**src/rtl/jtag_bitbang_bridge.sv**
```systemverilog
// rtl/jtag_bitbang_bridge.sv - remote-bitbang command stream to JTAG pin bridge
module jtag_bitbang_bridge #(
  parameter int TICK_DELAY = 1
) (
  input  logic       clk_i,
  input  logic       rst_ni,
  input  logic       enable_i,
  input  logic       init_done_i,
  input  logic       cmd_valid_i,
  input  logic [7:0] cmd_data_i,
  output logic       cmd_ready_o,
  output logic       rsp_valid_o,
  output logic [7:0] rsp_data_o,
  input  logic       rsp_ready_i,
  output logic       jtag_tck_o,
  output logic       jtag_tms_o,
  output logic       jtag_tdi_o,
  output logic       jtag_trst_no,
  input  logic       jtag_tdo_i,
  input  logic       jtag_tdo_driven_i,
  output logic       exit_o
);

  localparam int TW = (TICK_DELAY > 0) ? $clog2(TICK_DELAY + 1) : 1;
  localparam logic [TW-1:0] TICK_LOAD = TW'(TICK_DELAY);

  localparam logic [7:0] CH_ZERO = 8'h30;
  localparam logic [7:0] CH_ONE  = 8'h31;

  logic          tck_q, tck_d;
  logic          tms_q, tms_d;
  logic          tdi_q, tdi_d;
  logic          trst_n_q, trst_n_d;
  logic          rsp_valid_q, rsp_valid_d;
  logic [7:0]    rsp_data_q, rsp_data_d;
  logic          exit_q, exit_d;
  logic [TW-1:0] tick_q, tick_d;

  logic accept;
  logic [2:0] pin_val;

  // Once quit has been seen the bridge swallows everything so the host never stalls.
  assign cmd_ready_o = exit_q |
                       (enable_i & init_done_i & (tick_q == '0) & ~rsp_valid_q);
  assign accept      = cmd_valid_i & cmd_ready_o;
  assign pin_val     = 3'(cmd_data_i - CH_ZERO);

  // Next-state: command decode, response handshake and inter-command spacing.
  always_comb begin
    tck_d       = tck_q;
    tms_d       = tms_q;
    tdi_d       = tdi_q;
    trst_n_d    = trst_n_q;
    rsp_valid_d = rsp_valid_q;
    rsp_data_d  = rsp_data_q;
    exit_d      = exit_q;
    tick_d      = tick_q;

    // Drain is allowed regardless of enable so a pending response is never stuck.
    if (rsp_valid_q && rsp_ready_i) begin
      rsp_valid_d = 1'b0;
    end

    if (tick_q != '0 && enable_i) begin
      tick_d = tick_q - 1'b1;
    end

    if (accept && !exit_q) begin
      tick_d = TICK_LOAD;
      unique case (cmd_data_i)
        8'h30, 8'h31, 8'h32, 8'h33, 8'h34, 8'h35, 8'h36, 8'h37: begin
          tck_d = pin_val[2];
          tms_d = pin_val[1];
          tdi_d = pin_val[0];
        end
        8'h52: begin
          rsp_valid_d = 1'b1;
          rsp_data_d  = (jtag_tdo_driven_i && jtag_tdo_i) ? CH_ONE : CH_ZERO;
        end
        8'h72, 8'h73: trst_n_d = 1'b1;
        8'h74, 8'h75: trst_n_d = 1'b0;
        8'h51:        exit_d   = 1'b1;
        default: ;
      endcase
    end
  end

  // State registers with asynchronous reset to the idle pin state.
  always_ff @(posedge clk_i or negedge rst_ni) begin
    if (!rst_ni) begin
      tck_q       <= 1'b0;
      tms_q       <= 1'b0;
      tdi_q       <= 1'b0;
      trst_n_q    <= 1'b1;
      rsp_valid_q <= 1'b0;
      rsp_data_q  <= CH_ZERO;
      exit_q      <= 1'b0;
      tick_q      <= '0;
    end else begin
      tck_q       <= tck_d;
      tms_q       <= tms_d;
      tdi_q       <= tdi_d;
      trst_n_q    <= trst_n_d;
      rsp_valid_q <= rsp_valid_d;
      rsp_data_q  <= rsp_data_d;
      exit_q      <= exit_d;
      tick_q      <= tick_d;
    end
  end

  assign jtag_tck_o   = tck_q;
  assign jtag_tms_o   = tms_q;
  assign jtag_tdi_o   = tdi_q;
  assign jtag_trst_no = trst_n_q;
  assign rsp_valid_o  = rsp_valid_q;
  assign rsp_data_o   = rsp_data_q;
  assign exit_o       = exit_q;

endmodule

```
**config.mk**
```make
export PLATFORM = sky130hd
export DESIGN_NAME = jtag_bitbang_bridge
export DESIGN_NICKNAME = d
export VERILOG_FILES = /design/src/rtl/jtag_bitbang_bridge.sv
export SDC_FILE = /design/constraint.sdc
export NUM_CORES = 1
export LEC_CHECK = 0
export CORE_AREA = 2 2 39 41
export CTS_CLUSTER_SIZE = 8
export DETAILED_ROUTE_END_ITERATION = 10
export DIE_AREA = 0 0 41 43
export DONT_BUFFER_PORTS = 1
export PLACE_DENSITY = 0.56
export RECOVER_POWER = 100
export SLEW_MARGIN = 20
export SYNTH_ARGS = -nofsm -noshare
export SYNTH_HDL_FRONTEND = slang
export SYNTH_SLANG_ARGS = --single-unit
```
**constraint.sdc**
```tcl
create_clock -name clk_i -period 3 [get_ports clk_i]
set_clock_uncertainty 0.15 [all_clocks]
set_input_delay 0.6 -clock clk_i [delete_from_list [all_inputs] [get_ports clk_i]]
set_output_delay 0.6 -clock clk_i [all_outputs]
set_load 0.01 [all_outputs]
```
==> impl_metrics.toml <==
[routing]
dr_total_vias = 321
post-route-drc-count = 0
drt_first_iter_violations = 9
ant_nets = 0
vias_per_cell = 5.18
drt_wl_total_um = 889
drtPass1Iterations = 4
wl_per_cell_um = 14.3

[sta]
max-slew-margin-rel_pct = 51.9
finalCriticalPeriod_ns = 2.13
setup_ws_ns = 0.870
hold_viol = 0
tightestPinTransition_ns = 0.715
setup_tns_ns = 0
setup_violations = 0
slew_violations = 0
fmax_mhz = 469
fin_crit_sh_pct = 71.0
grt_setup_unrepaired = "no"

[placed_design]
gp_congestion = 0.678
hpwl_um = 724
place_ws_ns = 1.18
io_buffers = 0
dpl_cell_area_um2 = 478

[synthesis]
synthFlopType = "dfrtp_1"
synth.area.top_cells = "dfrtp_1, buf_4, mux2_2"
yosys.cell_types.count = 23
netlist_area_um2 = 492
yosys_warnings = 0
synthesis.instances = 43
ys_ff_latch = 8
synth_seq_area_share_pct = 41.0
synth-async-reset-ratio_pct = 100
synth_enable_flop_cells = 0
synth_top_area_share_pct = 35.6
postSynthAreaPerCell_um2 = 11.4
yosys.area.top_type = "dfrtp_1"

[finish]
finalInstanceArea_um2 = 483
final_util_pct = 34.9
layout-drive-gt1-share_pct = 15.2
fillerInstances = 147
syn2layout_area_growth_pct = -1.78
multiInputGateArea_um2 = 210
regArea_um2 = 201
fin_nets = 63
antenna_cells = 0

[worst_setup_path]
rrSetupSlack_ns = 0.87
arrival_ns = 2.11
rr_worst_depth = 3
cp-end-kind = "flop"
cp.required_ns = 2.98
r2r-end = "jtag_tms_o"
critPathLaunchType = "flop"
reg2reg_from = "rsp_valid_o"
path_max_fanout = 7
timing_worst_setup_path_type = "flop to flop"

[clock_tree]
cts_tree = "built"
insertion_delay_ns = 0.25
cts_resized = 0
cts_setup_buffers = 0
cts_buffer_depth = 2
cts_max_level = 1
clockRootBuffer = "clkbuf_4"
clkTransAtPathRegs_ns = 0.06
cts.sinks = 8
hold_buffers = 1
numCtsBuffers = 3

[grt]
grt_pass1_vias = 338
antenna_found_initial = 0
grt_pass1_wl_um = 1460
grt_max_degree = 8
grt.overflow.total = 0
track_usage_pct = 12.4

[power_and_ir_drop]
power.total_uw = 225
leakage_uw = 0.000229
peakVddDrop_mv = 0.168
power_density_nw_per_um2 = 467

[floorplan]
rows = 14
die_area_um2 = 1760
io_pins = 31
start_util_pct = 35.5
die_y_um = 43
die_x_um = 41
core-area_um2 = 1380

[min_path]
hold_path.class = "primary input to async pin"

[job]
drv_cap = 0

[run_status]
outcome = "finished clean"
[per-stage QoR]
step           cells  hold WS, ns
6_report          62       0.0439
5_1_grt           62       0.0215
4_1_cts           62       0.0316
3_5_place_dp      57        0.155
3_3_place_gp      57        0.155
2_1_floorplan     48        0.154
[report_power, final]
part	switching (µW)	leakage [µW]	internal [µW]
registers	4.63	0.000102	113
clock network	37.0	0.0000150	50.9
logic	11.7	0.000113	8.68
[placed cells by master, fill, tap and decap left out]
cell type,instances
nor2_1,1
clkbuf_1,1
o21ai_0,1
nor3b_1,1
dfstp_1,1
o22ai_1,1
nand4bb_1,3
nand2b_1,1
inv_1,4
a31o_2,1
o22a_1,1
conb_1,7
mux2_2,3
clkbuf_4,3
nor4_1,2
mux2i_1,1
nand2_1,1
nand3b_1,1
dlygate4sd3_1,1
or2b_1,1
dfrtp_1,7
o41a_1,1
nor4b_1,2
[worst max path at each step]
stage / endpoint / slack, ns / startpoint / cells past startpoint
finish: jtag_tms_o / 0.87 / rsp_valid_o / 3
global route: jtag_tck_o / 0.73 / rsp_valid_o / 3
CTS: cmd_ready_o / 1.04 / rsp_valid_o / 2
detailed placement: jtag_tms_o / 1.18 / cmd_data_i[7] / 3
global placement: jtag_tck_o / 1.18 / cmd_data_i[7] / 3
floorplan: cmd_ready_o / 1.27 / init_done_i / 2
[Yosys cell counts, types with 2 or more instances]
master	number
inv_1	4
nand4bb_1	2
dfrtp_1	7
conb_1	2
nor4b_1	2
mux2_2	3
buf_4	7
[final cells by class]
| type | count | share of cell area [%] |
|---|---|---|
| multi-input combinational | 29 | 43.5 |
| sequential | 8 | 41.7 |
| clock buffer | 4 | 5.44 |
| tap | 16 | 4.15 |
| inverter | 4 | 3.11 |
| timing repair buffer | 1 | 2.07 |
[critical path: stages (launching register included)]
cell,delay (ns)
dfrtp_1,0.43
nand4bb_1,0.32
nor4_1,0.70
mux2_2,0.41
[state kept, by name, summed over array words and instances, names as in the netlist]
name          flops
exit_o            1
jtag_tck_o        1
jtag_tdi_o        1
jtag_tms_o        1
jtag_trst_no      1
rsp_data_o        1
rsp_valid_o       1
tick_q            1
[per-layer routing]
metal | up-vias | wire, µm | GRT usage [%]
met5 | - | 0 | 0
met4 | 0 | 4 | 8.00
met3 | 2 | 139 | 3.14
met2 | 23 | 429 | 18.4
met1 | 150 | 316 | 15.2
li1 | 146 | - | -
[cells by family after synthesis]
| logic type | share of synthesized area, % |
|---|---|
| simple gates | 26.7 |
| buf+inv | 13.7 |
| flops | 41.0 |
| compound gates | 8.14 |
| mux | 8.91 |
| other cells | 1.53 |
Note: power is estimated with default switching activity, not from simulation.
==> RTL change: new RTL, same settings <==
Reset style: synchronous (`rst_ni`), changed in one clocked block. Comments in the files are not updated.
--- a/src/rtl/jtag_bitbang_bridge.sv
+++ b/src/rtl/jtag_bitbang_bridge.sv
@@ -86,7 +86,7 @@
   end
 
   // State registers with asynchronous reset to the idle pin state.
-  always_ff @(posedge clk_i or negedge rst_ni) begin
+  always_ff @(posedge clk_i) begin
     if (!rst_ni) begin
       tck_q       <= 1'b0;
       tms_q       <= 1'b0;
Formal check against the unedited RTL: differs if rst_ni is asserted again (counterexample within 4 cycles, from zero or initial values and one cycle with rst_ni low); with rst_ni held inactive, the same outputs for 10 cycles.
==> RTL change against the unedited design <==
Register-to-register slack improved by 0.61 ns. Global-route usage fell by 1.8 points. Design area decreased by 3.1%. Via count is 0.31% higher. Routed wire length shrank 9.8%. Area after synthesis decreased by 3.1%. Power fell by 9.7%. Die area did not move. Setup slack better by 0.24 ns. Sequential cell count did not move. Clock power decreased by 4.9%. Critical path type is now register to output port. Critical endpoint is now cmd_ready_o. Largest power group unchanged.
==> RTL change: results (changes against the unedited design) <==
Status -> finished clean (unchanged)
Slowest stage delay, CP -> 0.38 ns (was 0.70 ns)
Yosys cell types -> 25 (was 23)
Met1 WL -> 345 um (was 316 um)
Most used DFF post-synth -> dfxtp_1 (was dfrtp_1)
NonClk Buf Share -> 0% (was 2.073%)
Clock-cell share -> 4.813% (was 5.440%)
Share of layout cells above drive strength 1 -> 12.00% (was 15.22%)
Most instantiated cells after synthesis -> 8 x dfxtp_1, 7 x buf_4, 7 x nand2_1, 4 x mux2i_1 (was 7 x buf_4, 7 x dfrtp_1, 4 x inv_1, 3 x mux2_2)
Met2 WL -> 352 um (was 429 um)
# placed instances -> 63 (was 57)
Largest net degree at the start of global routing -> 15 (was 8)
Non-clk invs -> 0 (was 4)
Worst R2R Start -> rsp_valid_o (unchanged)
FF/Latch Area -> 160.2 um^2 (was 201.4 um^2)
Met3 WL -> 86 um (was 139 um)
Reg2reg setup slack -> 1.48 ns (was 0.87 ns)
Placed inst area -> 457.9 um^2 (was 478.0 um^2)
Iter 0 DRT Violations -> 3 (was 9)
Maximum VDD drop -> 0.2526 mV (was 0.1681 mV)
Pint -> 0.0001581 W (was 0.0001722 W)
Non-clk bufs -> 0 (was 1)
Comb_multi_in -> 39 (was 29)
Main area contributors after synthesis -> dfxtp_1 34%, buf_4 11%, mux2i_1 8.4%, nand2_1 5.5%, and4b_1 4.2% (was dfrtp_1 36%, buf_4 11%, mux2_2 6.9%, nand4bb_4 5.6%, dfstp_2 5.3%)
Grt met3 use -> 4.188% (was 3.141%)
Cell count after synthesis -> 50 (was 43)
Hold Path Class -> primary input to register (was primary input to async pin)
FF-to-FF End -> jtag_tms_o (unchanged)
Ys async rst share -> 0% (was 100.0%)
Clkbuf count -> 3 (was 4)
Fin nets -> 68 (was 63)
Global-route wire length before repair -> 1.186 mm (was 1.455 mm)
Hpwl dp -> 611.1 um (was 723.5 um)
GRT Resource Usage Total -> 10.69% (was 12.44%)
-- RTL change: cell count changes in the layout (fill, tap and decap cells not counted), sizes merged, moves of 2 or more --
cell / delta
mux2i: +3
dfxtp: +8
and4b: +3
inv: -4
mux2: -3
nand2: +6
nor4b: -2
nand4bb: -3
nor4: -2
nor2b: +2
dfrtp: -7
-- RTL change: per-stage QoR --
step	total power (W)	setup slack [ns]	utilization, %
floorplan	0.0001304	1.210	-
global placement	0.0001229	1.194	33.09
detailed placement	0.0001229	1.195	33.09
CTS	0.0002085	1.094	34.72
global route	0.0002145	1.036	33.82
finish	0.0002036	1.106	33.82
-- RTL change: how the worst max path moves through the flow --
| stage | startpoint | cells after the start | endpoint | slack [ns] |
|---|---|---|---|---|
| floorplan | init_done_i | 2 | cmd_ready_o | 1.21 |
| global placement | init_done_i | 2 | cmd_ready_o | 1.19 |
| detailed placement | init_done_i | 2 | cmd_ready_o | 1.19 |
| CTS | rsp_valid_o | 2 | cmd_ready_o | 1.09 |
| global route | rsp_valid_o | 2 | cmd_ready_o | 1.04 |
| finish | rsp_valid_o | 2 | cmd_ready_o | 1.11 |
-- RTL change: power by group through the flow --
stage / sequential [W] / clock [W] / combinational, W
final: 0.000107 / 0.0000836 / 0.0000128
after global placement: 0.000110 / 0 / 0.0000133
after global routing: 0.000107 / 0.0000927 / 0.0000147
after detailed placement: 0.000110 / 0 / 0.0000133
after floorplan: 0.000109 / 0 / 0.0000209
after CTS: 0.000107 / 0.0000879 / 0.0000134
-- RTL change: logic make-up (layout without fill, tap and decap cells) --
kind of cell	after synthesis	count (layout)	synth area share [%]
and+or+nand+nor	23	23	35.96
other	2	7	1.575
buffers and inverters	8	3	12.07
AOI/OAI and AO/OA	5	5	8.401
DFF	8	8	33.60
muxes	4	4	8.399
